### src/rtl/mtm_alu_pkg.sv
// Shared definitions for the ALU serial transmitter.
//   FRAME_BITS       : length of one serial frame (start, type, 8 payload, stop)
//   TYPE_DATA/CTL    : value of the type bit for data and control frames
//   CTL_ERR/ECHO_A/B : status codes with bit 7 set (control-frame-only packets)
//   ser_state_e      : frame transmitter states
package mtm_alu_pkg;

    localparam int         FRAME_BITS = 11;
    localparam logic       TYPE_DATA  = 1'b0;
    localparam logic       TYPE_CTL   = 1'b1;
    localparam logic [7:0] CTL_ERR    = 8'h93;
    localparam logic [7:0] ECHO_A     = 8'hA5;
    localparam logic [7:0] ECHO_B     = 8'hC9;

    typedef enum logic [2:0] {IDLE, START, TYPE, DATA, STOP} ser_state_e;

endpackage

### src/rtl/mtm_alu_frame_tx.sv
// Sends one 11-bit frame: start(0), type, 8 payload bits MSB first, stop(1).
// Ports:
//   clk, rst  : clock, asynchronous active-high reset
//   i_go      : load i_type/i_byte and start a frame (honoured in IDLE or STOP)
//   i_type    : frame type bit
//   i_byte    : payload byte
//   o_done    : high during the stop-bit cycle; a new i_go here chains frames
//   o_sout    : serial line, registered, idle high
module mtm_alu_frame_tx
    import mtm_alu_pkg::*;
(
    input  logic       clk,
    input  logic       rst,
    input  logic       i_go,
    input  logic       i_type,
    input  logic [7:0] i_byte,
    output logic       o_done,
    output logic       o_sout
);

    // r_state names the bit currently on the line.
    ser_state_e r_state, w_state_nxt;
    logic [2:0] r_bit_cnt, w_bit_cnt_nxt;
    logic       r_sout, w_sout_nxt;
    logic       r_type;
    logic [7:0] r_byte;
    logic       w_load;

    always_ff @(posedge clk or posedge rst) begin
        if (rst) begin
            r_state   <= IDLE;
            r_bit_cnt <= 3'd0;
            r_sout    <= 1'b1;
            r_type    <= 1'b0;
            r_byte    <= 8'd0;
        end else begin
            r_state   <= w_state_nxt;
            r_bit_cnt <= w_bit_cnt_nxt;
            r_sout    <= w_sout_nxt;
            if (w_load) begin
                r_type <= i_type;
                r_byte <= i_byte;
            end
        end
    end

    always_comb begin
        w_state_nxt   = r_state;
        w_bit_cnt_nxt = r_bit_cnt;
        w_sout_nxt    = r_sout;
        w_load        = 1'b0;
        case (r_state)
            IDLE, STOP: begin
                // Going straight from STOP to START keeps frames back to back.
                if (i_go) begin
                    w_state_nxt = START;
                    w_sout_nxt  = 1'b0;
                    w_load      = 1'b1;
                end else begin
                    w_state_nxt = IDLE;
                    w_sout_nxt  = 1'b1;
                end
            end
            START: begin
                w_state_nxt = TYPE;
                w_sout_nxt  = r_type;
            end
            TYPE: begin
                w_state_nxt   = DATA;
                w_bit_cnt_nxt = 3'd7;
                w_sout_nxt    = r_byte[7];
            end
            DATA: begin
                if (r_bit_cnt == 3'd0) begin
                    w_state_nxt = STOP;
                    w_sout_nxt  = 1'b1;
                end else begin
                    w_bit_cnt_nxt = r_bit_cnt - 3'd1;
                    w_sout_nxt    = r_byte[r_bit_cnt - 3'd1];
                end
            end
            default: begin
                w_state_nxt = IDLE;
                w_sout_nxt  = 1'b1;
            end
        endcase
    end

    assign o_done = (r_state == STOP);
    assign o_sout = r_sout;

endmodule

### src/rtl/mtm_alu_serializer.sv
// Output-side serial transmitter for the ALU. Latches result C and status CTL
// on res_valid and sends them as 11-bit frames: DATA_BYTES data frames (C MSB
// byte first) followed by one control frame, or only the control frame when
// CTL[7] is set (error/echo).
// Ports:
//   clk, rst  : clock, asynchronous active-high reset
//   C         : result word (8*DATA_BYTES bits)
//   CTL       : status byte
//   res_valid : one-cycle strobe, ignored while busy
//   busy      : registered, high from the first start bit through the last stop bit
//   sout      : serial line, idle high
module mtm_alu_serializer
    import mtm_alu_pkg::*;
#(
    parameter int DATA_BYTES = 4
) (
    input  logic                    clk,
    input  logic                    rst,
    input  logic [8*DATA_BYTES-1:0] C,
    input  logic [7:0]              CTL,
    input  logic                    res_valid,
    output logic                    busy,
    output logic                    sout
);

    localparam int CW  = 8 * DATA_BYTES;
    localparam int BCW = $clog2(DATA_BYTES + 1);

    logic           r_busy;
    logic [CW-1:0]  r_shreg;
    logic [7:0]     r_ctl;
    logic [BCW-1:0] r_byte_cnt;   // frames still to send after the current one

    logic           w_accept, w_done, w_more, w_go, w_type;
    logic [7:0]     w_byte;

    assign w_accept = res_valid & ~r_busy;
    assign w_more   = (r_byte_cnt != '0);
    assign w_go     = w_accept | (w_done & w_more);

    // The first frame's byte comes straight from the inputs because the
    // latches are loaded on the same edge the frame starts.
    always_comb begin
        w_type = TYPE_CTL;
        w_byte = r_ctl;
        if (w_accept) begin
            if (CTL[7]) begin
                w_type = TYPE_CTL;
                w_byte = CTL;
            end else begin
                w_type = TYPE_DATA;
                w_byte = C[CW-1 -: 8];
            end
        end else if (r_byte_cnt > BCW'(1)) begin
            w_type = TYPE_DATA;
            w_byte = r_shreg[CW-1 -: 8];
        end
    end

    always_ff @(posedge clk or posedge rst) begin
        if (rst) begin
            r_busy     <= 1'b0;
            r_shreg    <= '0;
            r_ctl      <= 8'd0;
            r_byte_cnt <= '0;
        end else if (w_accept) begin
            r_busy     <= 1'b1;
            r_ctl      <= CTL;
            r_shreg    <= C << 8;
            r_byte_cnt <= CTL[7] ? '0 : BCW'(DATA_BYTES);
        end else if (w_done) begin
            if (w_more) begin
                r_byte_cnt <= r_byte_cnt - BCW'(1);
                if (r_byte_cnt > BCW'(1))
                    r_shreg <= r_shreg << 8;
            end else begin
                r_busy <= 1'b0;
            end
        end
    end

    mtm_alu_frame_tx u_frame_tx (
        .clk    (clk),
        .rst    (rst),
        .i_go   (w_go),
        .i_type (w_type),
        .i_byte (w_byte),
        .o_done (w_done),
        .o_sout (sout)
    );

    assign busy = r_busy;

endmodule

### config.mk
export PLATFORM = sky130hd
export DESIGN_NAME = mtm_alu_serializer
export DESIGN_NICKNAME = d
export VERILOG_FILES = /design/src/rtl/mtm_alu_pkg.sv /design/src/rtl/mtm_alu_frame_tx.sv /design/src/rtl/mtm_alu_serializer.sv
export SDC_FILE = /design/constraint.sdc
export NUM_CORES = 1
export LEC_CHECK = 0
export ABC_CLOCK_PERIOD_IN_PS = 2150
export BUFFER_PORTS_ARGS = -buffer_cell sky130_fd_sc_hd__buf_2
export CAP_MARGIN = 20
export CELL_PAD_IN_SITES_DETAIL_PLACEMENT = 1
export CELL_PAD_IN_SITES_GLOBAL_PLACEMENT = 1
export CORE_UTILIZATION = 43
export DETAILED_ROUTE_END_ITERATION = 10
export GPL_TIMING_DRIVEN = 0
export PLACE_DENSITY_LB_ADDON = 0.3
export SLEW_MARGIN = 15
export SYNTH_ARGS = -nofsm -noshare
export SYNTH_HDL_FRONTEND = slang
export SYNTH_SLANG_ARGS = --single-unit
export TNS_END_PERCENT = 20
### constraint.sdc
create_clock -name clk -period 2.15 [get_ports clk]
set_clock_uncertainty 0.1 [all_clocks]
set_input_delay 0.43 -clock clk [delete_from_list [all_inputs] [get_ports clk]]
set_output_delay 0.43 -clock clk [all_outputs]
set_load 0.02 [all_outputs]
==> run metrics <==
final net count approximately 370; WP data required 2250 ps; Max-Cap Viols 0; Die W around 81 um; met2 Use GR 0.392; Synth Area per Inst a little over 10 um2; status completed; Post-Route WL between 6000 and 7000 um; crit start category flop; die area 6590 um2; GRT overflow 0; number of global-route vias before repair ~2200; count of yosys warnings during synthesis 0; sequential area share after synthesis 0.483; Yosys cell types 41; kind of end point of the critical path flop; CTS Buf Count 5; most frequent cells in the layout nand2_1, dfrtp_1, buf_2, mux2i_1, nor2_1; row count 28; CTS tree yes; WHS ~17 ps; most used routing layer in global routing met2; Logic pwr share 0.311; initial core utilization 0.450; Slew Limit Fails 0; final hold violations 0; area delta synth->final 16.7%; fin crit period just over 2000 ps; drt drc 0; Post-Route Setup TNS 0 ps; HP Class input pin to async pin; setup ws final 107 ps; io pins 45; vias per cell between 5 and 6; Root Buffer clkbuf_8; clock-pin slew on the worst setup and hold paths approximately 100 ps; H-Tree Level Count 2; met1 Use GR 0.308; n_diodes 0; Inst Count DP 387; CTS Sinks 52; Psw roughly 910 uW; FF+latch area between 1000 and 1500 um2; Sequential Power Share 0.477; Clock power frac 0.212; share of cells above drive strength 1 0.276; Worst-Margin Slew 705 ps; relative slew slack 0.530; Non-Filler Instances 397; DP HPWL 5100 um; crit-path max FO 10; multi-input logic area roughly 1300 um2; total track usage 0.231; Syn Std Cell Area about 2700 um2; cts-stage hold buffer count 0; Clock Latency Late Sink approximately 310 ps; met3 Use GR 0.0382; leakage 1.64 nW; drt pass-1 iters 4; fmax 489 MHz; Post-Syn Nets 316; setup violators final 0; WL/cell about 18 um; Initial DRC Count 80; Power Dens Cells roughly 900 nW/um2; largest net degree at the start of global routing 35; kind of critical path flop to flop; Peak VDD IR roughly 0.36 mV; first-pass GRT wire length 11200 um; DR vias roughly 2100; buffers added on ports 43; most common cell after layout, fill and taps aside nand2_1; antenna violations before repair 0; core area 5990 um2; Die Ht about 80 um; Int Power around 1.9 mW; Final period util 0.950; sw frac 0.326; Crit path arrival time approximately 2100 ps; flops & latches, synth between 50 and 60; RePlAce Congestion 0.794; Worst Setup Slack post-DPL -146 ps; ANT nets after route 0; Syn Inst Count roughly 270; clk buf depth 2; RSZ-0062 raised after global routing false; # fillers 700
==> flip-flops by register name (all words and copies together), names as in the netlist <==
signal,count
u_frame_tx.r_state,3
u_frame_tx.o_sout,1
r_byte_cnt,3
busy,1
u_frame_tx.r_type,1
r_shreg,24
r_ctl,8
u_frame_tx.r_bit_cnt,3
u_frame_tx.r_byte,8
==> power groups by stage <==
| stage | clock network (mW) | logic, mW | registers [mW] |
|---|---|---|---|
| 2_1_floorplan | 0 | 0.662 | 1.31 |
| 3_3_place_gp | 0 | 0.830 | 1.33 |
| 3_5_place_dp | 0 | 0.867 | 1.34 |
| 4_1_cts | 0.598 | 0.875 | 1.32 |
| 5_1_grt | 0.642 | 0.980 | 1.35 |
| 6_report | 0.589 | 0.865 | 1.33 |
==> kinds of logic (layout without fill, tap and decap cells) <==
logic type	count (synthesis)	count (layout)	share of synthesized area
AO/OA/AOI/OAI	42	42	0.109
multiplexers	36	36	0.160
XOR/XNOR	1	1	0.00325
AND/OR/NAND/NOR	110	110	0.177
adder cells (fa/ha/maj)	5	5	0.0232
buffers and inverters	22	76	0.0441
flip-flops	52	52	0.483
==> per-stage QoR <==
step,utilization,power [mW],instance area (um2)
global route,0.525,2.97,3140
detailed placement,0.505,2.21,3020
finish,0.525,2.78,3140
CTS,0.521,2.80,3120
floorplan,-,1.97,2700
global placement,0.501,2.16,3000
==> timing repair <==
| item | CTS | global route |
|---|---|---|
| resized for setup | 2 | 5 |
| setup endpoints to repair | 18 | 23 |
| cloned | 0 | 0 |
| pin swaps | 0 | 1 |
| buffers inserted | 0 | 2 |
==> cell usage after synthesis <==
cell type,count,share of area
a22oi_1,1,0.0028
a21boi_0,1,0.0028
nand3_1,9,0.017
mux2i_1,18,0.067
o21bai_1,1,0.0028
nand2_1,78,0.11
and2_1,1,0.0023
mux4_2,1,0.0084
nor2_1,12,0.017
o211ai_1,1,0.0028
o2111ai_1,1,0.0033
o22ai_1,1,0.0023
buf_6,2,0.0084
xnor2_1,1,0.0033
o21a_1,1,0.0028
nand2b_1,3,0.0070
nor3b_2,1,0.0046
buf_1,3,0.0042
o31ai_1,8,0.022
nor3_1,1,0.0019
mux2_4,10,0.056
nor2b_1,1,0.0023
dfrtp_1,51,0.47
a31oi_1,2,0.0046
or2b_1,1,0.0028
buf_12,1,0.0074
mux2_2,7,0.029
ha_1,5,0.023
a21o_1,1,0.0028
a21oi_1,11,0.020
and3_1,1,0.0023
buf_2,4,0.0074
a211oi_1,1,0.0028
o22a_1,1,0.0033
a22o_1,9,0.029
o21ai_0,2,0.0037
clkbuf_1,6,0.0084
dfstp_2,1,0.0098
nor4b_4,1,0.0088
and2_4,1,0.0033
inv_1,6,0.0084
==> routing by layer <==
layer  vias up  share of wire
li1       1020              -
met2        42           0.51
met4         0         0.0042
met1      1071           0.45
met3         4          0.030
met5         -              0
==> final timing paths <==
kind                            depth (start not counted)  slack, ps                  start           endpoint
worst max-delay path                                    7        110  u_frame_tx.r_state[1]        r_shreg[18]
worst min-delay path                                    2         20                    rst           r_ctl[7]
worst max register to register                          7        110  u_frame_tx.r_state[1]        r_shreg[18]
worst min register to register                          2        390               r_ctl[0]           r_ctl[0]
max in group asynchronous                               3       1330                    rst  u_frame_tx.o_sout
min in group clk                                        3        230                 CTL[3]           r_ctl[3]
==> layout make-up <==
class	instances	area share
Buffer	16	0.0322
Clock buffer	7	0.0275
Clock inverter	1	0.00239
Inverter	6	0.00716
Multi-Input combinational cell	194	0.407
Sequential cell	52	0.414
Tap cell	75	0.0298
Timing Repair Buffer	46	0.0796
==> critical path: stages (launching register included) <==
cell and delay (ps):
dfrtp_1 490, nor3b_2 300, and2_4 190, buf_6 110, a21o_1 130, buf_6 150, buf_12 160, mux2_4 310
(Power assumes the default switching activity.)
